**src/rtl/cva6_lsu_mem_responder.sv**
```systemverilog
// cva6_lsu_mem_responder
// Memory-side responder for the CVA6 LSU shim/model pair. Loads are answered
// LOAD_LATENCY cycles after acceptance with data = address ^ 32'hA5A5_A5A5.
// Committed stores are queued (up to STORE_DEPTH) and answered one at a time,
// STORE_LATENCY cycles after service starts.
// Optional feature: define LSU_MEM_RESP_STALL_EN to add a stall_i input that
// freezes both response paths. Without it, latencies are fixed.
module cva6_lsu_mem_responder #(
  parameter int unsigned LOAD_LATENCY  = 3,
  parameter int unsigned STORE_LATENCY = 2,
  parameter int unsigned STORE_DEPTH   = 2
) (
  input  logic        clk_i,
  input  logic        rst_ni,
`ifdef LSU_MEM_RESP_STALL_EN
  input  logic        stall_i,
`endif
  input  logic        load_req_i,
  input  logic [31:0] load_addr_i,
  input  logic        store_commit_i,
  output logic        load_mem_resp_o,
  output logic [31:0] load_rdata_o,
  output logic        store_mem_resp_o,
  output logic [2:0]  store_pending_o,
  output logic        overflow_o
);

  localparam logic [31:0] RDATA_MASK      = 32'hA5A5_A5A5;
  localparam logic [3:0]  LOAD_CNT_INIT   = 4'(LOAD_LATENCY - 1);
  localparam logic [3:0]  STORE_CNT_INIT  = 4'(STORE_LATENCY - 1);
  localparam logic [2:0]  DEPTH           = 3'(STORE_DEPTH);

  typedef enum logic [1:0] {
    IDLE = 2'd0,
    WAIT = 2'd1,
    RESP = 2'd2,
    GAP  = 2'd3
  } load_state_e;

  logic stall;
`ifdef LSU_MEM_RESP_STALL_EN
  assign stall = stall_i;
`else
  assign stall = 1'b0;
`endif

  load_state_e load_state_q;
  logic [3:0]  load_cnt_q;
  logic [31:0] load_addr_q;
  logic        load_resp_q;
  logic [31:0] load_rdata_q;

  // Load FSM: accept in IDLE, count down in WAIT, pulse on entry to RESP,
  // then one GAP cycle so a still-held request is not re-accepted.
  always_ff @(posedge clk_i or negedge rst_ni) begin
    if (!rst_ni) begin
      load_state_q <= IDLE;
      load_cnt_q   <= '0;
      load_addr_q  <= '0;
      load_resp_q  <= 1'b0;
      load_rdata_q <= '0;
    end else begin
      load_resp_q  <= 1'b0;
      load_rdata_q <= '0;
      case (load_state_q)
        IDLE: begin
          if (load_req_i) begin
            load_addr_q <= load_addr_i;
            if (LOAD_LATENCY == 1 && !stall) begin
              load_state_q <= RESP;
              load_resp_q  <= 1'b1;
              load_rdata_q <= load_addr_i ^ RDATA_MASK;
            end else begin
              load_cnt_q   <= LOAD_CNT_INIT;
              load_state_q <= WAIT;
            end
          end
        end
        WAIT: begin
          // A count of 0 here only happens for a single-cycle load that was
          // stalled at acceptance; it fires as soon as the stall lifts.
          if (!stall) begin
            if (load_cnt_q <= 4'd1) begin
              load_cnt_q   <= '0;
              load_state_q <= RESP;
              load_resp_q  <= 1'b1;
              load_rdata_q <= load_addr_q ^ RDATA_MASK;
            end else begin
              load_cnt_q <= load_cnt_q - 4'd1;
            end
          end
        end
        RESP: begin
          if (!stall) begin
            load_state_q <= GAP;
          end
        end
        GAP: begin
          load_state_q <= IDLE;
        end
        default: begin
          load_state_q <= IDLE;
        end
      endcase
    end
  end

  logic [2:0] store_pend_q, store_pend_d;
  logic       overflow_q, overflow_d;
  logic       store_busy_q, store_busy_d;
  logic [3:0] store_timer_q, store_timer_d;
  logic       store_resp_q, store_resp_d;
  logic       commit_drop;
  logic       commit_ok;

  // A commit is dropped only when the queue is full and no response is
  // retiring an entry in the same cycle.
  assign commit_drop = store_commit_i && (store_pend_q == DEPTH) && !store_resp_q;
  assign commit_ok   = store_commit_i && !commit_drop;

  // Store queue occupancy and service timer; the entry being answered stays
  // counted during its pulse cycle, so service restarts only after it retires.
  always_comb begin
    store_pend_d  = store_pend_q + 3'(commit_ok) - 3'(store_resp_q);
    overflow_d    = overflow_q | commit_drop;
    store_busy_d  = store_busy_q;
    store_timer_d = store_timer_q;
    store_resp_d  = 1'b0;
    if (!stall) begin
      if (!store_busy_q) begin
        if (store_pend_q != 3'd0 && !store_resp_q) begin
          if (STORE_LATENCY == 1) begin
            store_resp_d = 1'b1;
          end else begin
            store_busy_d  = 1'b1;
            store_timer_d = STORE_CNT_INIT;
          end
        end
      end else if (store_timer_q == 4'd1) begin
        store_busy_d  = 1'b0;
        store_timer_d = '0;
        store_resp_d  = 1'b1;
      end else begin
        store_timer_d = store_timer_q - 4'd1;
      end
    end
  end

  // Store path state registers.
  always_ff @(posedge clk_i or negedge rst_ni) begin
    if (!rst_ni) begin
      store_pend_q  <= '0;
      overflow_q    <= 1'b0;
      store_busy_q  <= 1'b0;
      store_timer_q <= '0;
      store_resp_q  <= 1'b0;
    end else begin
      store_pend_q  <= store_pend_d;
      overflow_q    <= overflow_d;
      store_busy_q  <= store_busy_d;
      store_timer_q <= store_timer_d;
      store_resp_q  <= store_resp_d;
    end
  end

  assign load_mem_resp_o  = load_resp_q;
  assign load_rdata_o     = load_rdata_q;
  assign store_mem_resp_o = store_resp_q;
  assign store_pending_o  = store_pend_q;
  assign overflow_o       = overflow_q;

endmodule

```
**config.mk**
```make
export PLATFORM = sky130hd
export DESIGN_NAME = cva6_lsu_mem_responder
export DESIGN_NICKNAME = d
export VERILOG_FILES = /design/src/rtl/cva6_lsu_mem_responder.sv
export SDC_FILE = /design/constraint.sdc
export NUM_CORES = 1
export LEC_CHECK = 0
export BUFFER_PORTS_ARGS = -buffer_cell sky130_fd_sc_hd__buf_2
export CORE_MARGIN = 8
export CORE_UTILIZATION = 50
export CTS_BUF_LIST = sky130_fd_sc_hd__clkbuf_8
export DETAILED_ROUTE_END_ITERATION = 12
export HOLD_SLACK_MARGIN = 0.05
export PLACE_DENSITY = 0.82
export SLEW_MARGIN = 20
export SYNTH_ARGS = -nofsm -noshare
export SYNTH_HDL_FRONTEND = slang
export SYNTH_SLANG_ARGS = --single-unit
```
**constraint.sdc**
```tcl
create_clock -name clk_i -period 1.6 [get_ports clk_i]
set_clock_uncertainty 0.15 [all_clocks]
set_input_delay 0.16 -clock clk_i [delete_from_list [all_inputs] [get_ports clk_i]]
set_output_delay 0.16 -clock clk_i [all_outputs]
set_load 0.05 [all_outputs]
```
Word-level counts from Yosys, hierarchy flattened. Index checks and enable logic that the tools add are counted.

Logic and storage cells: 55. Register bits after elaboration: 81. ROM bits: 0. Output and inout port bits: 38. RAM bits: 0. Memories: 0. Latch bits: 0.

$add $sub $neg: 4. Multipliers: 0. Divide/modulo/power cells: 0. Mux-type cells: 18. Shifts and indexed selects: 0. Bitwise gates (word level): 2. $lt $le $gt $ge: 1. Reductions and logical operators: 13. Equal/unequal tests: 7.

Operator list (number): 2-to-1 mux 32 bit (2); 2-to-1 mux 4 bit (5); NOT 16 bit (1); case mux 2 bit (4 select lines) (1); case mux 4 bit (2 select lines) (1); subtractor 4 x 1 -> 4 bit, second input constant (2); 2-to-1 mux 1 bit (7); AND reduction 2 bit (3); equality test 2 bit, second input constant (2); equality test 4 x 1 -> 1 bit, second input constant (1); <= comparator 4 x 1 -> 1 bit, second input constant (1); logical AND 1 bit (4); 2-to-1 mux 2 bit (2); inequality test 2 bit, second input constant (2); nonzero test 2 bit (2); adder 3 x 1 -> 3 bit (1); equality test 3 x 2 -> 1 bit, second input constant (1); nonzero test 3 bit (1); subtractor 3 x 1 -> 3 bit (1); equality test 2 x 1 -> 1 bit, second input constant (1); zero test 1 bit (2); zero test 2 bit (1); bitwise OR 1 bit (1).

Longest topological paths before layout.
Word-level depth: 7. Depth in mapped cells: 9. Mapped depth without buffers: 9.

Worst setup path after synthesis. No wires, ideal clock.

Kind: reg-to-reg. Start: reg store_pend_q[2], in the netlist store_pending_o[2]. End: reg store_pend_q[2], in the netlist store_pending_o[2]. Data required time: 1.308 ns. Data arrival time: 1.843 ns. Cell stages (with the launch flop): 10. Path slack: -0.535 ns. Library setup time: 0.142 ns. Clock period less this slack: 2.135 ns. Cell sequence: dfrtp_1 -> nor2_1 -> nand2_1 -> nand3_1 -> o21ai_0 -> ha_1 -> inv_1 -> fa_1 -> xnor2_1 -> xnor2_1.

Word-level cells in the longest chain between the ends: 7.

RTL lines: start: declaration (line 108) `logic [2:0] store_pend_q, store_pend_d;`; start signal: assignment (line 158) `store_pend_q <= store_pend_d;`; equality test 3 x 2 -> 1 bit (line 118) `assign commit_drop = store_commit_i && (store_pend_q == DEPTH) && !store_resp_q;`; logical AND 1 bit (2 in series) (line 118); zero test 1 bit (line 119) `assign commit_ok = store_commit_i && !commit_drop;`; logical AND 1 bit (line 119); adder 3 x 1 -> 3 bit (*) (line 124) `store_pend_d = store_pend_q + 3'(commit_ok) - 3'(store_resp_q);`; subtractor 3 x 1 -> 3 bit (*) (line 124); named net store_pend_d[2] (line 108).

The timed path passes the listed nets; every way through them passes the cells marked *. A chain may end at the register's enable or synchronous reset.

Worst setup path after layout.
Start: reg store_pend_q[1], in the netlist store_pending_o[1]. End: reg store_pend_q[2], in the netlist store_pending_o[2].

Same word-level chain as after synthesis.

==> results by group <==
Cells and area
  • Area growth syn-to-layout: 50.53%
  • Share of layout cells above drive strength 1: 58.54%
  • Filler cells: 333
  • Antenna Cells: 0
  • Cell area after layout: 4622 sq um
  • Final nets: 410
  • Post-layout util: 78.06%

CTS
  • Clock root buffer: clkbuf_8
  • Inserted Clock Buffers: 9
  • CTS max path bufs: 2
  • CTS tree: yes
  • H-tree depth: 3
  • # clock sinks: 81
  • Worst-Skew Late Latency: 0.35 ns
  • Clock Pin Slew Worst Setup and Hold Paths: 0.08 ns

STA
  • Min Tclk post-route: 1.765 ns
  • Setup ws final: -0.1653 ns
  • Max Fclk: 566.5 MHz
  • Sum Neg Setup Slack: -1.357 ns
  • Final period util: 110.3%
  • Slew Limit Fails: 0
  • Final-report hold violation count: 0
  • Worst slew margin: 73.57%
  • # setup viols final: 29
  • Least-Margin Pin Slew: 0.3964 ns
  • RSZ-0062 raised after global routing: yes

Detailed routing
  • Total vias in the final route: 2243
  • 1st-pass router iterations: 4
  • Via density: 5.052
  • Drt wl/cell: 17.08 um
  • Post-route DRC: 0
  • DRT antenna net count: 0
  • DRT Wirelength: 7584 um
  • 1st-iter DRT viols: 131

Global routing
  • First-pass GRT wire length: 11330 um
  • Antenna violations before repair: 0
  • Vias in the first global route: 2424
  • Largest net degree at the start of global routing: 34
  • Grt total ovfl: 0
  • Tot GR Track Use: 16.52%

Setup path
  • CP endpoint kind: flip-flop
  • Critical R2R Launch: store_pending_o[1]
  • CP startpoint: store_pending_o[1]
  • Crit path launch type: flip-flop
  • Critical Path AT: 1.85 ns
  • Max FO, Critical Path: 2
  • CP required: 1.69 ns
  • WS Path Type: reg -> reg

Synthesis
  • Post-synth ARST share: 100.0%
  • Ranking of synthesized cells by area: dfrtp_1 (66%), mux2_2 (12%), and2_1 (3.3%)
  • Net Count, Synth: 266
  • Mapped Cells: 221
  • Yosys reg bits: 81
  • Largest area contributor in the netlist: dfrtp_1
  • Seq/Total Area, Yosys: 66.01%
  • Most used DFF post-synth: dfrtp_1
  • Cell Area, Synth: 3070 sq um
  • Post-synth EDFFs: 0
  • Yosys warning count: 0
  • Syn Area/Cell: 13.89 sq um
  • Yosys cell types: 34
  • Synth top area share: 66.01%

Placement
  • RePlAce Congestion: 0.8012
  • Area after DPL: 3696 sq um
  • HPWL after DPL: 4562 um
  • Worst slack, placed: -0.1506 ns
  • Port bufs: 73

Power
  • Pleak: 2.299 nW
  • PD cells: 1970 nW/um^2
  • Peak supply drop: 0.001507 V
  • Overall power: 9.106 mW

Min path
  • Min-Delay Path Class: in -> reg
  • Hold path start: store_commit_i

Floorplanning
  • Row count: 28
  • I/O pin count: 74
  • Core area: 5921 sq um
  • Chip height: 94.37 um
  • Die outline width: 94.37 um
  • Initial Util: 51.86%
  • Die area: 8905 sq um

Outcome
  • Failing checks: setup timing
  • Outcome: finished with violations

Flow run
  • Max Cap Violations: 0
critical path: stages (launching register included):
cell and delay [ns]:
dfrtp_2 0.42, nand2_2 0.08, nand3_2 0.09, o21ai_2 0.06, ha_2 0.18, inv_2 0.04
fa_2 0.36, xnor2_2 0.14, xnor2_1 0.12
registers in the layout, indices dropped and copies added, names as in the netlist:
register and flops:
store_busy_q 1, load_state_q 2, overflow_o 1, load_mem_resp_o 1, load_rdata_o 32, load_cnt_q 4
store_timer_q 4, load_addr_q 32, store_pending_o 3, store_mem_resp_o 1
layer usage:
metal / wire length [um] / part of all wire [%] / global-route usage [%] / vias up
li1: - / - / - / 1026
met5: 0 / 0 / 0 / -
met3: 609 / 8.0 / 5.159 / 18
met4: 196 / 2.6 / 7.662 / 0
met2: 4008 / 53 / 28.74 / 83
met1: 2770 / 37 / 17.98 / 1116
stage by stage:
| stage | hold slack (ns) | std cells |
|---|---|---|
| finish | 0.09168 | 444 |
| global route | 0.09753 | 444 |
| CTS | 0.08940 | 437 |
| detailed placement | -0.04201 | 385 |
| global placement | -0.04144 | 385 |
| floorplan | -0.2856 | 221 |
power by group:
part	switching [mW]	total, mW	internal (mW)
sequential	0.547	3.38	2.84
clock	0.725	1.48	0.755
combinational	2.33	4.24	1.91
total	3.61	9.11	5.50
layout by cell type, fill, tap and decap left out, types with 5 or more instances in the layout:
master,Yosys,routed
buf_4,0,23
clkbuf_8,0,10
and2_1,16,8
and2_4,0,8
o21ai_0,8,5
buf_2,4,72
inv_2,1,7
dlygate4sd3_1,0,34
nor2_4,0,17
inv_1,12,6
dfrtp_1,81,76
dfrtp_2,0,5
mux2_2,32,32
logic make-up (layout without fill, tap and decap cells):
kind of cell    Yosys count  after routing  synth area share, %
flops                    81             81                66.01
xor+xnor                  2              2               0.5706
mux                      33             33                12.10
compound gates           21             21                5.054
simple gates             57             57                9.739
buf+inv                  18            166                2.608
fa+ha+maj                 9              9                3.912
timing repair:
action                                  in CTS  in global routing
buffers inserted                             3                  5
pin swaps                                    3                 13
hold buffers                                34                  0
gates resized for setup                     19                 68
cloned                                       0                  3
hold endpoints to repair                   114                  0
endpoints found under the setup margin      48                 47
final timing paths:
check,end,slack [ns],cells after the start
setup / recovery,store_pending_o[2],-0.17,8
hold reg to reg,load_rdata_o[18],0.31,1
setup reg to reg,store_pending_o[2],-0.17,8
max in group asynchronous,load_rdata_o[4],0.61,3
hold / removal,store_pending_o[0],0.09,3
min in group asynchronous,load_addr_q[7],0.12,2
Yosys cell counts (2+ instances only):
library cell  instances
inv_1                12
nand2_1               5
o21ai_0               8
nor2_1               22
a22o_1                2
and2_1               16
buf_2                 4
nand3_1               3
dfrtp_1              81
nor3_1                2
a21oi_1               2
ha_1                  8
mux2_2               32
or3_1                 2
xnor2_1               2
nand2b_1              2
final cells by class:
| type | count | area [sq um] | area share, % |
|---|---|---|---|
| multi-input combinational | 122 | 1239 | 26.80 |
| clock buffer | 10 | 137.6 | 2.978 |
| sequential | 81 | 2033 | 43.99 |
| clock inverter | 5 | 57.56 | 1.245 |
| timing repair buffer | 136 | 992.2 | 21.47 |
| inverter | 13 | 53.80 | 1.164 |
| tap | 75 | 93.84 | 2.030 |
| timing repair inverter | 2 | 15.01 | 0.3249 |
Power figures use the tool's default switching activity.
